==> config.mk <==
export PLATFORM = sky130hd
export DESIGN_NAME = cache_mem_arbiter_flat
export DESIGN_NICKNAME = d
export VERILOG_FILES = /design/src/rtl/cache_mem_arbiter_if.sv /design/src/rtl/cache_mem_arbiter.sv /design/src/flat_wrapper.sv
export SDC_FILE = /design/constraint.sdc
export NUM_CORES = 1
export LEC_CHECK = 0
export ABC_AREA = 0
export CORE_AREA = 2 2 288 290
export CTS_CLUSTER_DIAMETER = 30
export DETAILED_ROUTE_END_ITERATION = 10
export DIE_AREA = 0 0 290 292
export HOLD_SLACK_MARGIN = 0.05
export PLACE_DENSITY = 0.54
export SLEW_MARGIN = 0
export SYNTH_ARGS = -nofsm -noshare
export SYNTH_HDL_FRONTEND = slang
export SYNTH_SLANG_ARGS = --single-unit
==> constraint.sdc <==
create_clock -name clock -period 37.6 [get_ports clock]
set_input_delay 11.28 -clock clock [delete_from_list [all_inputs] [get_ports clock]]
set_output_delay 11.28 -clock clock [all_outputs]
set_load 0.02 [all_outputs]
==> src/rtl/cache_mem_arbiter_if.sv <==
// ---------------------------------------------------------------------------
// cache_mem_arbiter_if
// Bundles the instruction-cache, data-cache and DRAM block-interface signals
// handled by cache_mem_arbiter.
//   slave  modport : arbiter view (takes cache requests, drives DRAM request)
//   master modport : environment view (caches + DRAM model)
// Signal groups:
//   ic_mem_*  : icache miss request (address, valid) and block/ready return
//   dc_mem_*  : dcache request (address, rw, write block, valid) and return
//   dram_*    : granted request towards DRAM and DRAM read block/acknowledge
// ---------------------------------------------------------------------------
interface cache_mem_arbiter_if #(
  parameter int ADDR_W      = 32,
  parameter int WORD_W      = 32,
  parameter int BLOCK_WORDS = 4
);
  logic [ADDR_W-1:0] ic_mem_address;
  logic              ic_mem_valid;
  logic [WORD_W-1:0] ic_mem_data_out [BLOCK_WORDS];
  logic              ic_mem_ready;

  logic [ADDR_W-1:0] dc_mem_address;
  logic              dc_mem_rw;
  logic [WORD_W-1:0] dc_mem_data_write [BLOCK_WORDS];
  logic              dc_mem_valid;
  logic [WORD_W-1:0] dc_mem_data_out [BLOCK_WORDS];
  logic              dc_mem_ready;

  logic [ADDR_W-1:0] dram_address;
  logic              dram_rw;
  logic [WORD_W-1:0] dram_data_write [BLOCK_WORDS];
  logic              dram_valid;
  logic [WORD_W-1:0] dram_data_read [BLOCK_WORDS];
  logic              dram_ready;

  modport slave (
    input  ic_mem_address, ic_mem_valid,
    output ic_mem_data_out, ic_mem_ready,
    input  dc_mem_address, dc_mem_rw, dc_mem_data_write, dc_mem_valid,
    output dc_mem_data_out, dc_mem_ready,
    output dram_address, dram_rw, dram_data_write, dram_valid,
    input  dram_data_read, dram_ready
  );

  modport master (
    output ic_mem_address, ic_mem_valid,
    input  ic_mem_data_out, ic_mem_ready,
    output dc_mem_address, dc_mem_rw, dc_mem_data_write, dc_mem_valid,
    input  dc_mem_data_out, dc_mem_ready,
    input  dram_address, dram_rw, dram_data_write, dram_valid,
    output dram_data_read, dram_ready
  );
endinterface

==> src/rtl/cache_mem_arbiter.sv <==
// ---------------------------------------------------------------------------
// cache_mem_arbiter
// Shares one DRAM block interface between the icache and dcache controllers.
// Each port latches its miss request into a pending slot; an IDLE/BUSY FSM
// grants DRAM to one slot at a time, holds the DRAM request stable until
// dram_ready, then returns the read block and a one-cycle ready pulse.
// Ports:
//   clock : rising-edge clock
//   reset : asynchronous active-high reset, clears all state
//   bus   : cache_mem_arbiter_if.slave (icache, dcache and DRAM signals)
// Configuration macro:
//   CACHE_ARB_DCACHE_PRIORITY_EN - defined: dcache wins every tie;
//                                  undefined: round-robin on ties.
// All outputs are registered.
// ---------------------------------------------------------------------------
module cache_mem_arbiter #(
  parameter int ADDR_W      = 32,
  parameter int WORD_W      = 32,
  parameter int BLOCK_WORDS = 4
) (
  input logic                 clock,
  input logic                 reset,
  cache_mem_arbiter_if.slave  bus
);

  typedef enum logic [1:0] {
    ST_IDLE   = 2'd0,
    ST_BUSY_I = 2'd1,
    ST_BUSY_D = 2'd2
  } state_t;

  localparam logic GRANT_I = 1'b0;
  localparam logic GRANT_D = 1'b1;

  state_t            state_r;
  logic              last_grant_r;

  // Pending slots (icache slot has no rw / write block: always a read)
  logic              ic_pend_r;
  logic [ADDR_W-1:0] ic_addr_r;
  logic              dc_pend_r;
  logic [ADDR_W-1:0] dc_addr_r;
  logic              dc_rw_r;
  logic [WORD_W-1:0] dc_wdata_r [BLOCK_WORDS];

  // Registered outputs
  logic              dram_valid_r;
  logic [ADDR_W-1:0] dram_address_r;
  logic              dram_rw_r;
  logic [WORD_W-1:0] dram_wdata_r [BLOCK_WORDS];
  logic [WORD_W-1:0] ic_data_out_r [BLOCK_WORDS];
  logic [WORD_W-1:0] dc_data_out_r [BLOCK_WORDS];
  logic              ic_ready_r;
  logic              dc_ready_r;

  logic              ic_done_s;
  logic              dc_done_s;
  logic              grant_i_s;
  logic              grant_d_s;

  // A port's transaction completes on the edge DRAM acknowledges while it owns the bus
  assign ic_done_s = (state_r == ST_BUSY_I) && bus.dram_ready;
  assign dc_done_s = (state_r == ST_BUSY_D) && bus.dram_ready;

  // Grant selection used in IDLE
  always_comb begin
    grant_i_s = 1'b0;
    grant_d_s = 1'b0;
    if (ic_pend_r && dc_pend_r) begin
`ifdef CACHE_ARB_DCACHE_PRIORITY_EN
      grant_d_s = 1'b1;
`else
      if (last_grant_r == GRANT_D) begin
        grant_i_s = 1'b1;
      end else begin
        grant_d_s = 1'b1;
      end
`endif
    end else if (ic_pend_r) begin
      grant_i_s = 1'b1;
    end else if (dc_pend_r) begin
      grant_d_s = 1'b1;
    end else begin
      grant_i_s = 1'b0;
      grant_d_s = 1'b0;
    end
  end

  // Pending slot capture: load when empty or on the edge the slot's own transaction completes
  always_ff @(posedge clock or posedge reset) begin
    if (reset) begin
      ic_pend_r <= 1'b0;
      ic_addr_r <= {ADDR_W{1'b0}};
      dc_pend_r <= 1'b0;
      dc_addr_r <= {ADDR_W{1'b0}};
      dc_rw_r   <= 1'b0;
      for (int i = 0; i < BLOCK_WORDS; i++) begin
        dc_wdata_r[i] <= {WORD_W{1'b0}};
      end
    end else begin
      if (bus.ic_mem_valid && (!ic_pend_r || ic_done_s)) begin
        ic_pend_r <= 1'b1;
        ic_addr_r <= bus.ic_mem_address;
      end else if (ic_done_s) begin
        ic_pend_r <= 1'b0;
      end else begin
        ic_pend_r <= ic_pend_r;
      end

      if (bus.dc_mem_valid && (!dc_pend_r || dc_done_s)) begin
        dc_pend_r <= 1'b1;
        dc_addr_r <= bus.dc_mem_address;
        dc_rw_r   <= bus.dc_mem_rw;
        for (int i = 0; i < BLOCK_WORDS; i++) begin
          dc_wdata_r[i] <= bus.dc_mem_data_write[i];
        end
      end else if (dc_done_s) begin
        dc_pend_r <= 1'b0;
      end else begin
        dc_pend_r <= dc_pend_r;
      end
    end
  end

  // Arbiter FSM with registered DRAM request, read-data and ready outputs
  always_ff @(posedge clock or posedge reset) begin
    if (reset) begin
      state_r        <= ST_IDLE;
      last_grant_r   <= GRANT_D;
      dram_valid_r   <= 1'b0;
      dram_address_r <= {ADDR_W{1'b0}};
      dram_rw_r      <= 1'b0;
      ic_ready_r     <= 1'b0;
      dc_ready_r     <= 1'b0;
      for (int i = 0; i < BLOCK_WORDS; i++) begin
        dram_wdata_r[i]  <= {WORD_W{1'b0}};
        ic_data_out_r[i] <= {WORD_W{1'b0}};
        dc_data_out_r[i] <= {WORD_W{1'b0}};
      end
    end else begin
      ic_ready_r <= 1'b0;
      dc_ready_r <= 1'b0;
      case (state_r)
        ST_IDLE: begin
          if (grant_i_s) begin
            state_r        <= ST_BUSY_I;
            last_grant_r   <= GRANT_I;
            dram_valid_r   <= 1'b1;
            dram_address_r <= ic_addr_r;
            dram_rw_r      <= 1'b0;
            for (int i = 0; i < BLOCK_WORDS; i++) begin
              dram_wdata_r[i] <= {WORD_W{1'b0}};
            end
          end else if (grant_d_s) begin
            state_r        <= ST_BUSY_D;
            last_grant_r   <= GRANT_D;
            dram_valid_r   <= 1'b1;
            dram_address_r <= dc_addr_r;
            dram_rw_r      <= dc_rw_r;
            for (int i = 0; i < BLOCK_WORDS; i++) begin
              dram_wdata_r[i] <= dc_wdata_r[i];
            end
          end else begin
            // dram_ready seen here is stray and deliberately ignored
            dram_valid_r <= 1'b0;
          end
        end
        ST_BUSY_I: begin
          if (bus.dram_ready) begin
            for (int i = 0; i < BLOCK_WORDS; i++) begin
              ic_data_out_r[i] <= bus.dram_data_read[i];
              dram_wdata_r[i]  <= {WORD_W{1'b0}};
            end
            ic_ready_r     <= 1'b1;
            state_r        <= ST_IDLE;
            dram_valid_r   <= 1'b0;
            dram_address_r <= {ADDR_W{1'b0}};
            dram_rw_r      <= 1'b0;
          end else begin
            state_r <= ST_BUSY_I;
          end
        end
        ST_BUSY_D: begin
          if (bus.dram_ready) begin
            for (int i = 0; i < BLOCK_WORDS; i++) begin
              // a write-back leaves the dcache's last read block in place
              if (!dc_rw_r) begin
                dc_data_out_r[i] <= bus.dram_data_read[i];
              end else begin
                dc_data_out_r[i] <= dc_data_out_r[i];
              end
              dram_wdata_r[i] <= {WORD_W{1'b0}};
            end
            dc_ready_r     <= 1'b1;
            state_r        <= ST_IDLE;
            dram_valid_r   <= 1'b0;
            dram_address_r <= {ADDR_W{1'b0}};
            dram_rw_r      <= 1'b0;
          end else begin
            state_r <= ST_BUSY_D;
          end
        end
        default: begin
          state_r        <= ST_IDLE;
          dram_valid_r   <= 1'b0;
          dram_address_r <= {ADDR_W{1'b0}};
          dram_rw_r      <= 1'b0;
          for (int i = 0; i < BLOCK_WORDS; i++) begin
            dram_wdata_r[i] <= {WORD_W{1'b0}};
          end
        end
      endcase
    end
  end

  assign bus.dram_valid      = dram_valid_r;
  assign bus.dram_address    = dram_address_r;
  assign bus.dram_rw         = dram_rw_r;
  assign bus.dram_data_write = dram_wdata_r;
  assign bus.ic_mem_data_out = ic_data_out_r;
  assign bus.dc_mem_data_out = dc_data_out_r;
  assign bus.ic_mem_ready    = ic_ready_r;
  assign bus.dc_mem_ready    = dc_ready_r;

endmodule

==> src/flat_wrapper.sv <==
// flat-port wrapper written by rule: the top's interface ports become plain ports
module cache_mem_arbiter_flat 
#(
  parameter int ADDR_W      = 32,
  parameter int WORD_W      = 32,
  parameter int BLOCK_WORDS = 4
)
  (clock, reset, bus_ic_mem_address, bus_ic_mem_valid, bus_ic_mem_data_out, bus_ic_mem_ready, bus_dc_mem_address, bus_dc_mem_rw, bus_dc_mem_data_write, bus_dc_mem_valid, bus_dc_mem_data_out, bus_dc_mem_ready, bus_dram_address, bus_dram_rw, bus_dram_data_write, bus_dram_valid, bus_dram_data_read, bus_dram_ready);
  cache_mem_arbiter_if #(.ADDR_W(ADDR_W), .WORD_W(WORD_W), .BLOCK_WORDS(BLOCK_WORDS)) bus_i ();
  input logic clock;
  input logic reset;
  input wire logic [$bits(bus_i.ic_mem_address)-1:0] bus_ic_mem_address;
  input wire logic [$bits(bus_i.ic_mem_valid)-1:0] bus_ic_mem_valid;
  output wire logic [$bits(bus_i.ic_mem_data_out)-1:0] bus_ic_mem_data_out;
  output wire logic [$bits(bus_i.ic_mem_ready)-1:0] bus_ic_mem_ready;
  input wire logic [$bits(bus_i.dc_mem_address)-1:0] bus_dc_mem_address;
  input wire logic [$bits(bus_i.dc_mem_rw)-1:0] bus_dc_mem_rw;
  input wire logic [$bits(bus_i.dc_mem_data_write)-1:0] bus_dc_mem_data_write;
  input wire logic [$bits(bus_i.dc_mem_valid)-1:0] bus_dc_mem_valid;
  output wire logic [$bits(bus_i.dc_mem_data_out)-1:0] bus_dc_mem_data_out;
  output wire logic [$bits(bus_i.dc_mem_ready)-1:0] bus_dc_mem_ready;
  output wire logic [$bits(bus_i.dram_address)-1:0] bus_dram_address;
  output wire logic [$bits(bus_i.dram_rw)-1:0] bus_dram_rw;
  output wire logic [$bits(bus_i.dram_data_write)-1:0] bus_dram_data_write;
  output wire logic [$bits(bus_i.dram_valid)-1:0] bus_dram_valid;
  input wire logic [$bits(bus_i.dram_data_read)-1:0] bus_dram_data_read;
  input wire logic [$bits(bus_i.dram_ready)-1:0] bus_dram_ready;
  assign bus_i.ic_mem_address = bus_ic_mem_address;
  assign bus_i.ic_mem_valid = bus_ic_mem_valid;
  assign bus_ic_mem_data_out = {>>{bus_i.ic_mem_data_out}};
  assign bus_ic_mem_ready = bus_i.ic_mem_ready;
  assign bus_i.dc_mem_address = bus_dc_mem_address;
  assign bus_i.dc_mem_rw = bus_dc_mem_rw;
  assign bus_i.dc_mem_data_write = {>>{bus_dc_mem_data_write}};
  assign bus_i.dc_mem_valid = bus_dc_mem_valid;
  assign bus_dc_mem_data_out = {>>{bus_i.dc_mem_data_out}};
  assign bus_dc_mem_ready = bus_i.dc_mem_ready;
  assign bus_dram_address = bus_i.dram_address;
  assign bus_dram_rw = bus_i.dram_rw;
  assign bus_dram_data_write = {>>{bus_i.dram_data_write}};
  assign bus_dram_valid = bus_i.dram_valid;
  assign bus_i.dram_data_read = {>>{bus_dram_data_read}};
  assign bus_i.dram_ready = bus_dram_ready;
  cache_mem_arbiter #(.ADDR_W(ADDR_W), .WORD_W(WORD_W), .BLOCK_WORDS(BLOCK_WORDS)) u_core (.clock(clock), .reset(reset), .bus(bus_i));
endmodule
# --- After elaboration in Yosys (flattened, before gate mapping) ---
# Index checks and enable logic that the tools add are counted.
# W data, S select, Z words.
totals:
  reg_bits: 618
  in_bits: 326
  output_inout_bits: 420
  word_cells: 87
classes:
  eq_ne: 4
  muxes: 36
  bitwise_logic: 1
  reduce_logical: 18
op_table:
  columns: ["operator", "count"]
  rows:
  - ["$mux W128", 3]
  - ["$pmux W128 S2", 1]
  - ["$mux W32", 3]
  - ["$pmux W32 S2", 1]
  - ["$mux W1", 22]
  - ["$mux W2", 3]
  - ["$pmux W2 S3", 1]
  - ["$reduce_and A2 Y1", 3]
  - ["$reduce_bool A2 Y1", 3]
  - ["$logic_and A1 B1 Y1", 5]
  - ["$pmux W1 S2", 2]
  - ["$ne A3 B1 Y1 const B", 1]
  - ["$reduce_and A3 Y1", 1]
  - ["$eq A2 B1 Y1 const B", 1]
  - ["$eq A2 B2 Y1 const B", 1]
  - ["$logic_not A1 Y1", 2]
  - ["$logic_not A2 Y1", 1]
  - ["$logic_or A1 B1 Y1", 2]
  - ["$ne A2 B1 Y1 const B", 1]
  - ["$reduce_or A2 Y1", 1]
  - ["$not A1 Y1", 1]

# --- Depth between registers and ports, before layout ---
# Gate-level depths: netlist of the first run.
depth:
  word_depth: 6
  ltp_mapped: 9
  depth_no_buf: 6

# --- Worst setup path after synthesis of the first run ---
# OpenSTA, ideal clock, no wires.
synth_timing:
  path_kind: "input -> register"
  startpoint: "input bus_dram_ready"
  endpoint: "register u_core.dc_addr_r[0]"
  setup_ns: 0.125
  arrival_ns: 12.296
  required_time_ns: 37.475
  setup_slack_ns: 25.179
  path_stages: 6
  path_buffers: 2
  path_cell_list: "nand2_1 > nand2_1 > nand2_1 > buf_2 > buf_2 > mux2_2"
synth_via:
  elab_chain_cells: 3
synth_rtl:
  columns: ["item", "line_no", "source"]
  rows:
  - ["from (decl)", "flat_wrapper.sv:27", "input wire logic [$bits(bus_i.dram_ready)-1:0] bus_dram_ready;"]
  - ["$logic_and A1 B1 Y1", "cache_mem_arbiter.sv:63", "assign dc_done_s = (state_r == ST_BUSY_D) && bus.dram_ready;"]
  - ["$logic_or A1 B1 Y1", "cache_mem_arbiter.sv:110", "if (bus.dc_mem_valid && (!dc_pend_r || dc_done_s)) begin"]
  - ["$logic_and A1 B1 Y1", "cache_mem_arbiter.sv:110", null]
  - ["to (signal assigned)", "cache_mem_arbiter.sv:95", "dc_addr_r <= {ADDR_W{1'b0}};"]
  - ["to (signal assigned)", "cache_mem_arbiter.sv:112", "dc_addr_r <= bus.dc_mem_address;"]
  - ["to (decl)", "cache_mem_arbiter.sv:42", "logic [ADDR_W-1:0] dc_addr_r;"]
# Every way passes these cells.
# A chain may end at the register's enable or synchronous reset.

==> impl_metrics.tcl, run 1 <==
set metrics [dict create \
    cts_hold_buffers 0 \
    crit_path_end "u_core.bus.ic_mem_data_out[122]" \
    r2r_end "u_core.dc_wdata_r[76]" \
    critical_path.startpoint "reset" \
    grt_start_max_net_pins 131 \
    critical_path_arrival_ps 15680 \
    grt_usage_pct 17.3 \
    synth_cell_type_count 27 \
    min_path_type "register to register" \
    power.net_switching_mw 1.27 \
    share_seq_of_total_power_pct 30.9 \
    timing.final.hold_violations 0 \
    core_area_sq_um 81600 \
    floorplan.initialDensity_pct 28.2 \
    critical_path_peak_fanout 130 \
    power.leakage_nw 15.8 \
    timing.setup.critical_path_class "input port to asynchronous set/reset pin" \
    synth-warning-count 0 \
    clock_power_share_pct 33.4 \
    clk_root_buffer_cell "sky130_fd_sc_hd__clkbuf_16" \
    tritoncts "yes" \
    switching_share_pct 33.3 \
    reg2reg_from "u_core.state_r[0]" \
    post_syn_nets 1745 \
    globalRouteOverflowTotal 0 \
    area.growth.synth_to_final_pct 59.2 \
    synth_enable_flop_cells 0 \
    syn_inst 1415 \
    yosys_register_bits 618 \
    critical_path.slowest_cell "sky130_fd_sc_hd__buf_4" \
    number_of_sinks_handled_by_clock_tree_synthesis 618 \
    worst-endpoint-required_ps 38350 \
    r2r_slack_ps 33880 \
    drc_errors 0 \
    number_of_global_route_vias_before_repair 16800 \
    htree_num_levels 4 \
    hold_path.startpoint "u_core.dc_wdata_r[112]" \
    netlist.area_leader.share_pct 67.1 \
    rsz0062_at_grt "no" \
    drt_pre_antenna_iters 4 \
    global_route_wire_length_before_repair_um 110000 \
    top_cells_by_area_synth "sky130_fd_sc_hd__dfrtp_1 (67%), sky130_fd_sc_hd__mux2_2 (22%), sky130_fd_sc_hd__a22o_1 (4.9%)" \
    finalNetCount 2575 \
    fillCellCount 7191 \
    clk_path_buf_depth 3 \
    slowest_delay_ps 810 \
    drtAntennaViolNets 0 \
    place.gp.congestion 0.802 \
    maxSlewHeadroom_pct 30.4 \
    crit_path_cell_trace "clkdlybuf4s50_1 > inv_8 > buf_4 > buf_4 > buf_4 > buf_4" \
    power.density_cell_area_nw_per_um2 104 \
    cap_viol_max_count 0 \
    die_area_sq_um 84700 \
    antenna_violations_before_repair 19 \
    viasPerCell 4.45 \
    syn_area_sq_um 23000 \
    maximum_achievable_frequency_mhz 67.0 \
    tightestPinTransition_ps 1040 \
    worst_setup_path_start_kind "input port" \
    synth_async_sr_flop_share_pct 100 \
    skew_ps 55.0 \
    die-width_um 290 \
    syn-mean-instance-area_sq_um 16.3 \
    worstRegToRegCells 8 \
    comb_power_share_pct 35.7 \
    setup-tns-final_ps 0 \
    cts_buffers 148 \
    vias 15300 \
    die_h_um 292 \
    outcome "finished, final reports clean" \
    cts_resized 0 \
    main_synth_ff_type "sky130_fd_sc_hd__dfrtp_1" \
    worstSkewPairLatency_ps 710 \
    port-buffer-count 745 \
    timing_max_transition_violations_final 0 \
    netlist.top_cell.by_area "sky130_fd_sc_hd__dfrtp_1" \
    crit_path_capture_type "asynchronous set/reset pin" \
    drc_violation_total_after_the_first_tritonroute_iteration 488 \
    drive_gt1_share_pct 30.6 \
    routed_wl_um 74200 \
    path_common_cell "sky130_fd_sc_hd__buf_4" \
    placedCellCount 3165 \
    ys_seq_area_share_pct 67.3 \
    final_cycle_utilization_of_the_critical_path_pct 39.7 \
    place_hpwl_um 52500 \
    finish.cell_count_without_fillers 3439 \
    io-pin-count 746 \
    post-route-min-period_ps 14930 \
    wl_per_cell_um 21.6 \
    peakVddDrop_mv 0.0499 \
    cts.clk_slew.worst_paths_ps 50 \
    setup_bufs_post_cts 0 \
    std_cell_rows 105 \
    intPower_mw 2.54 \
    setup-violations-final 0 \
]
[registers in the layout (all words and copies together), names as in the netlist]
signal                      cells
u_core.bus.dc_mem_data_out    128
u_core.bus.dram_data_write    128
u_core.dc_wdata_r             128
u_core.ic_addr_r               32
u_core.bus.dram_valid           1
u_core.dc_pend_r                1
u_core.dc_addr_r               32
u_core.bus.ic_mem_ready         1
u_core.dc_rw_r                  1
u_core.bus.dc_mem_ready         1
u_core.bus.dram_rw              1
u_core.bus.dram_address        32
u_core.ic_pend_r                1
u_core.last_grant_r             1
u_core.bus.ic_mem_data_out    128
u_core.state_r                  2
[metrics by stage]
| stage | util, % | setup WS (ps) | cell area, sq um | total power [mW] | hold slack [ps] |
|---|---|---|---|---|---|
| after floorplan | - | 9020 | 23000 | 1.88 | 460 |
| after global placement | 38.6 | 21870 | 31500 | 2.53 | 465 |
| after detailed placement | 38.6 | 21690 | 31500 | 2.56 | 472 |
| after CTS | 44.8 | 22450 | 36600 | 3.86 | 449 |
| after global routing | 44.9 | 21990 | 36600 | 3.99 | 456 |
| final | 44.9 | 22670 | 36600 | 3.80 | 439 |
[worst max-delay path, delay by kind of cell]
kind | cells | cell delay (ps)
buffers and inverters | 6 | 4130
[power groups by stage]
stage	sequential, mW	combinational (mW)	clock [mW]
6_report	1.18	1.36	1.27
5_1_grt	1.22	1.44	1.34
4_1_cts	1.18	1.38	1.30
3_5_place_dp	1.18	1.38	0
3_3_place_gp	1.17	1.36	0
2_1_floorplan	1.42	0.467	0
[synth_stat cells, drive strengths merged (2+ instances only)]
library cell,n
a22o,129
buf,80
clkbuf,5
dfrtp,617
ha,4
inv,8
mux2,449
mux2i,32
nand2,42
nand2b,2
o21ai,34
o31ai,2
or2,2
[logic make-up (layout without fill, tap and decap cells)]
logic type               after synthesis  after routing  share of synthesized area [%]
flip-flops                           618            618                           67.3
AO/OA/AOI/OAI                        170            170                           5.97
adder cells (fa/ha/maj)                4              4                          0.218
AND/OR/NAND/NOR                       49             49                          0.892
multiplexers                         481            481                           23.4
buffers and inverters                 93           1040                           2.27
other                                  0              7                              0
[how the worst min path moves through the flow]
| stage | endpoint | slack, ps | cells past startpoint |
|---|---|---|---|
| 6_report | u_core.bus.dram_data_write[112] | 440 | 1 |
| 5_1_grt | u_core.bus.dram_data_write[115] | 460 | 1 |
| 3_5_place_dp | u_core.bus.dram_address[27] | 470 | 2 |
| 3_3_place_gp | u_core.bus.dram_address[21] | 470 | 2 |
| 4_1_cts | u_core.bus.dram_data_write[115] | 450 | 1 |
| 2_1_floorplan | u_core.bus.dram_data_write[100] | 460 | 1 |
[layer usage]
metal | GRT usage [%] | up-vias | wire, um
met5 | 0 | - | 135
met4 | 7.37 | 22 | 2350
met3 | 9.12 | 161 | 7580
met2 | 29.3 | 592 | 37400
met1 | 17.8 | 7739 | 26700
li1 | - | 6801 | -
[cells in the final DEF, fill, tap and decap left out]
cell                              count
sky130_fd_sc_hd__a2111oi_4            1
sky130_fd_sc_hd__a21oi_1              1
sky130_fd_sc_hd__a22o_1             129
sky130_fd_sc_hd__a22oi_1              1
sky130_fd_sc_hd__a2bb2oi_1            1
sky130_fd_sc_hd__a31oi_1              1
sky130_fd_sc_hd__buf_4               20
sky130_fd_sc_hd__bufinv_16           12
sky130_fd_sc_hd__clkbuf_1            24
sky130_fd_sc_hd__clkbuf_16          150
sky130_fd_sc_hd__clkbuf_8            17
sky130_fd_sc_hd__clkdlybuf4s50_1    745
sky130_fd_sc_hd__clkinv_16            7
sky130_fd_sc_hd__clkinv_2            23
sky130_fd_sc_hd__clkinv_4            12
sky130_fd_sc_hd__clkinvlp_4          14
sky130_fd_sc_hd__dfrtp_1            617
sky130_fd_sc_hd__dfstp_2              1
sky130_fd_sc_hd__diode_2              7
sky130_fd_sc_hd__ha_1                 4
sky130_fd_sc_hd__inv_1                6
sky130_fd_sc_hd__inv_16               5
sky130_fd_sc_hd__inv_4                1
sky130_fd_sc_hd__inv_6                3
sky130_fd_sc_hd__inv_8                1
sky130_fd_sc_hd__mux2_2             449
sky130_fd_sc_hd__mux2i_1             32
sky130_fd_sc_hd__nand2_1             41
sky130_fd_sc_hd__nand2_4              1
sky130_fd_sc_hd__nand2b_1             2
sky130_fd_sc_hd__nor2_1               1
sky130_fd_sc_hd__nor2b_1              1
sky130_fd_sc_hd__nor3b_2              1
sky130_fd_sc_hd__o21ai_0             32
sky130_fd_sc_hd__o21ai_4              2
sky130_fd_sc_hd__o31ai_1              2
sky130_fd_sc_hd__or2_4                2
[layout make-up]
cell class | count | area (sq um) | share of cell area, %
Tap cell | 1070 | 1340 | 3.66
Multi-Input combinational cell | 704 | 7040 | 19.2
Antenna cell | 7 | 17.5 | 0.0479
Clock inverter | 76 | 1020 | 2.79
Timing Repair Buffer | 765 | 7610 | 20.8
Inverter | 8 | 40.0 | 0.109
Sequential cell | 618 | 15500 | 42.2
Clock buffer | 191 | 4080 | 11.1
(Power assumes the default switching activity.)
==> inputs of run 2 (changes only) <==
- CORE_AREA: 2 2 288 290 -> 2 2 291 293
- DIE_AREA: 0 0 290 292 -> 0 0 293 295
- PLACE_DENSITY: 0.54 -> 0.55
- clock period: 37.6 -> 13.21 ns (I/O delays scaled with it)
==> run 2 against run 1 <==
Effect of this change: register-to-register slack got worse by 24000 ps; sequential power grew to 2.8 times the previous value; final cell count rose by 0.55%; global-route usage is 0.43 points lower; utilization shrank 0.25 points; cell area increased by 1.4%; via count increased by 0.65%; flip-flop and latch count is the same; critical path type is now input port to register; largest power group is now clock.
==> impl_metrics.tcl, run 2 (synthesis results as in run 1) <==
set metrics [dict create \
    outcome "finished, final reports clean" \
    critical_path.slowest_cell "sky130_fd_sc_hd__buf_4" \
    std_cell_rows 106 \
    critical_path_peak_fanout 65 \
    power.density_cell_area_nw_per_um2 302 \
    antenna_violations_before_repair 12 \
    critical_path_arrival_ps 6850 \
    die_area_sq_um 86400 \
    floorplan.initialDensity_pct 27.7 \
    core_area_sq_um 83200 \
    clk_root_buffer_cell "sky130_fd_sc_hd__clkbuf_16" \
    die-width_um 293 \
    global_route_wire_length_before_repair_um 109000 \
    vias 15400 \
    number_of_sinks_handled_by_clock_tree_synthesis 618 \
    rsz0062_at_grt "no" \
    place_hpwl_um 50000 \
    maxSlewHeadroom_pct 18.3 \
    place.gp.congestion 0.802 \
    cts_resized 0 \
    worstSkewPairLatency_ps 710 \
    area.growth.synth_to_final_pct 61.4 \
    most_common_cell_after_layout_fill_and_taps_aside "sky130_fd_sc_hd__clkdlybuf4s50_1" \
    die_h_um 295 \
    power.leakage_nw 16.0 \
    port-buffer-count 745 \
    io-pin-count 746 \
    post-route-min-period_ps 6270 \
    number_of_global_route_vias_before_repair 17100 \
    drc_errors 0 \
    peakVddDrop_mv 0.178 \
    worst_setup_path_start_kind "input port" \
    tritoncts "yes" \
    wl_per_cell_um 21.4 \
    clk_path_buf_depth 3 \
    setup-tns-final_ps 0 \
    fillCellCount 7333 \
    timing.final.hold_violations 0 \
    cts.clk_slew.worst_paths_ps 40 \
    drive_gt1_share_pct 31.3 \
    grt_start_max_net_pins 174 \
    reg2reg_from "u_core.state_r[1]" \
    most-common-layout-cells "sky130_fd_sc_hd__clkdlybuf4s50_1 (745), sky130_fd_sc_hd__dfrtp_1 (617), sky130_fd_sc_hd__mux2_2 (449)" \
    cts_buffers 150 \
    globalRouteOverflowTotal 0 \
    crit_path_cell_trace "clkdlybuf4s50_1 > nand2_1 > inv_4 > buf_4 > mux2_2" \
    maximum_achievable_frequency_mhz 159 \
    slowest_delay_ps 860 \
    timing.setup.critical_path_class "input port to register" \
    htree_num_levels 4 \
    worst-endpoint-required_ps 13790 \
    skew_ps 48.5 \
    viasPerCell 4.46 \
    cts_hold_buffers 0 \
    setup-violations-final 0 \
    drc_violation_total_after_the_first_tritonroute_iteration 488 \
    finalNetCount 2574 \
    r2r_slack_ps 10100 \
    cap_viol_max_count 0 \
    timing_max_transition_violations_final 0 \
    worstRegToRegCells 6 \
    routed_wl_um 73900 \
    setup_bufs_post_cts 0 \
    min_path_type "register to register" \
    hold-path-cell-count 2 \
    drt_pre_antenna_iters 4 \
    grt_usage_pct 16.8 \
    crit_path_capture_type "register" \
    hold_path.startpoint "u_core.bus.dram_address[4]" \
    final_cycle_utilization_of_the_critical_path_pct 47.5 \
    r2r_end "u_core.bus.ic_mem_data_out[45]" \
    hold_ws_ps 471 \
    timing.hold.worst_endpoint "u_core.bus.dram_address[4]" \
    tightestPinTransition_ps 1230 \
    drtAntennaViolNets 0 \
]
-- run 2: changes by cell type in the layout (fill, tap and decap cells not counted), moves of 4 or more --
cell	change
sky130_fd_sc_hd__inv_16	-5
sky130_fd_sc_hd__clkbuf_16	+4
sky130_fd_sc_hd__clkbuf_8	+16
sky130_fd_sc_hd__clkbuf_1	-10
sky130_fd_sc_hd__buf_4	-6
sky130_fd_sc_hd__clkinv_4	-8
sky130_fd_sc_hd__bufinv_16	+13
sky130_fd_sc_hd__clkinv_8	+4
-- run 2: how the worst max path moves through the flow --
| stage | from | to | depth (start not counted) |
|---|---|---|---|
| detailed placement | bus_dram_ready | u_core.bus.ic_mem_data_out[45] | 5 |
| floorplan | reset | u_core.bus.dc_mem_data_out[0] | 1 |
| global placement | bus_dram_ready | u_core.bus.ic_mem_data_out[52] | 5 |
| finish | bus_dram_ready | u_core.bus.ic_mem_data_out[45] | 5 |
| global route | bus_dram_ready | u_core.bus.ic_mem_data_out[35] | 5 |
| CTS | bus_dram_ready | u_core.bus.ic_mem_data_out[82] | 5 |
-- run 2: final cells by class --
cell class / count / area [sq um] / area share (%)
flip-flops and latches: 618 / 15500 / 41.7
repair buffers: 762 / 7620 / 20.5
multi-input cells: 704 / 7030 / 18.9
clock buffers: 201 / 4360 / 11.8
well taps: 1080 / 1350 / 3.64
clock inverters: 79 / 1230 / 3.31
inverters: 8 / 36.3 / 0.0978
diodes: 6 / 15.0 / 0.0405
-- run 2: power by group --
group          switching [mW]  internal, mW  total, mW
Sequential              0.501          2.83       3.33
Clock                    1.17          2.80       3.97
Combinational            1.93          1.96       3.89
-- run 2: worst max-delay path, delay by kind of cell --
family	cells	cell delay [ps]
AND/OR/NAND/NOR	1	260
multiplexers	1	430
buffers and inverters	3	2090
-- run 2: through the flow --
step / power (mW) / area [sq um] / setup WS (ps) / utilization (%) / cells
after global routing: 11.7 / 37100 / 6750 / 44.6 / 3454
final: 11.2 / 37100 / 6940 / 44.6 / 3458
after global placement: 7.21 / 31500 / 6160 / 37.9 / 3172
after CTS: 11.4 / 37100 / 6870 / 44.6 / 3452
after floorplan: 5.36 / 23000 / 813 / - / 1415
after detailed placement: 7.31 / 31500 / 6100 / 37.9 / 3172
-- run 2: metal layers --
| metal | global-route usage [%] | vias to the layer above | part of all wire (%) |
|---|---|---|---|
| li1 | - | 6838 | - |
| met1 | 18.1 | 7818 | 37 |
| met2 | 28.2 | 602 | 50 |
| met3 | 7.85 | 144 | 9.8 |
| met4 | 7.59 | 12 | 3.4 |
| met5 | 0 | - | 0.11 |
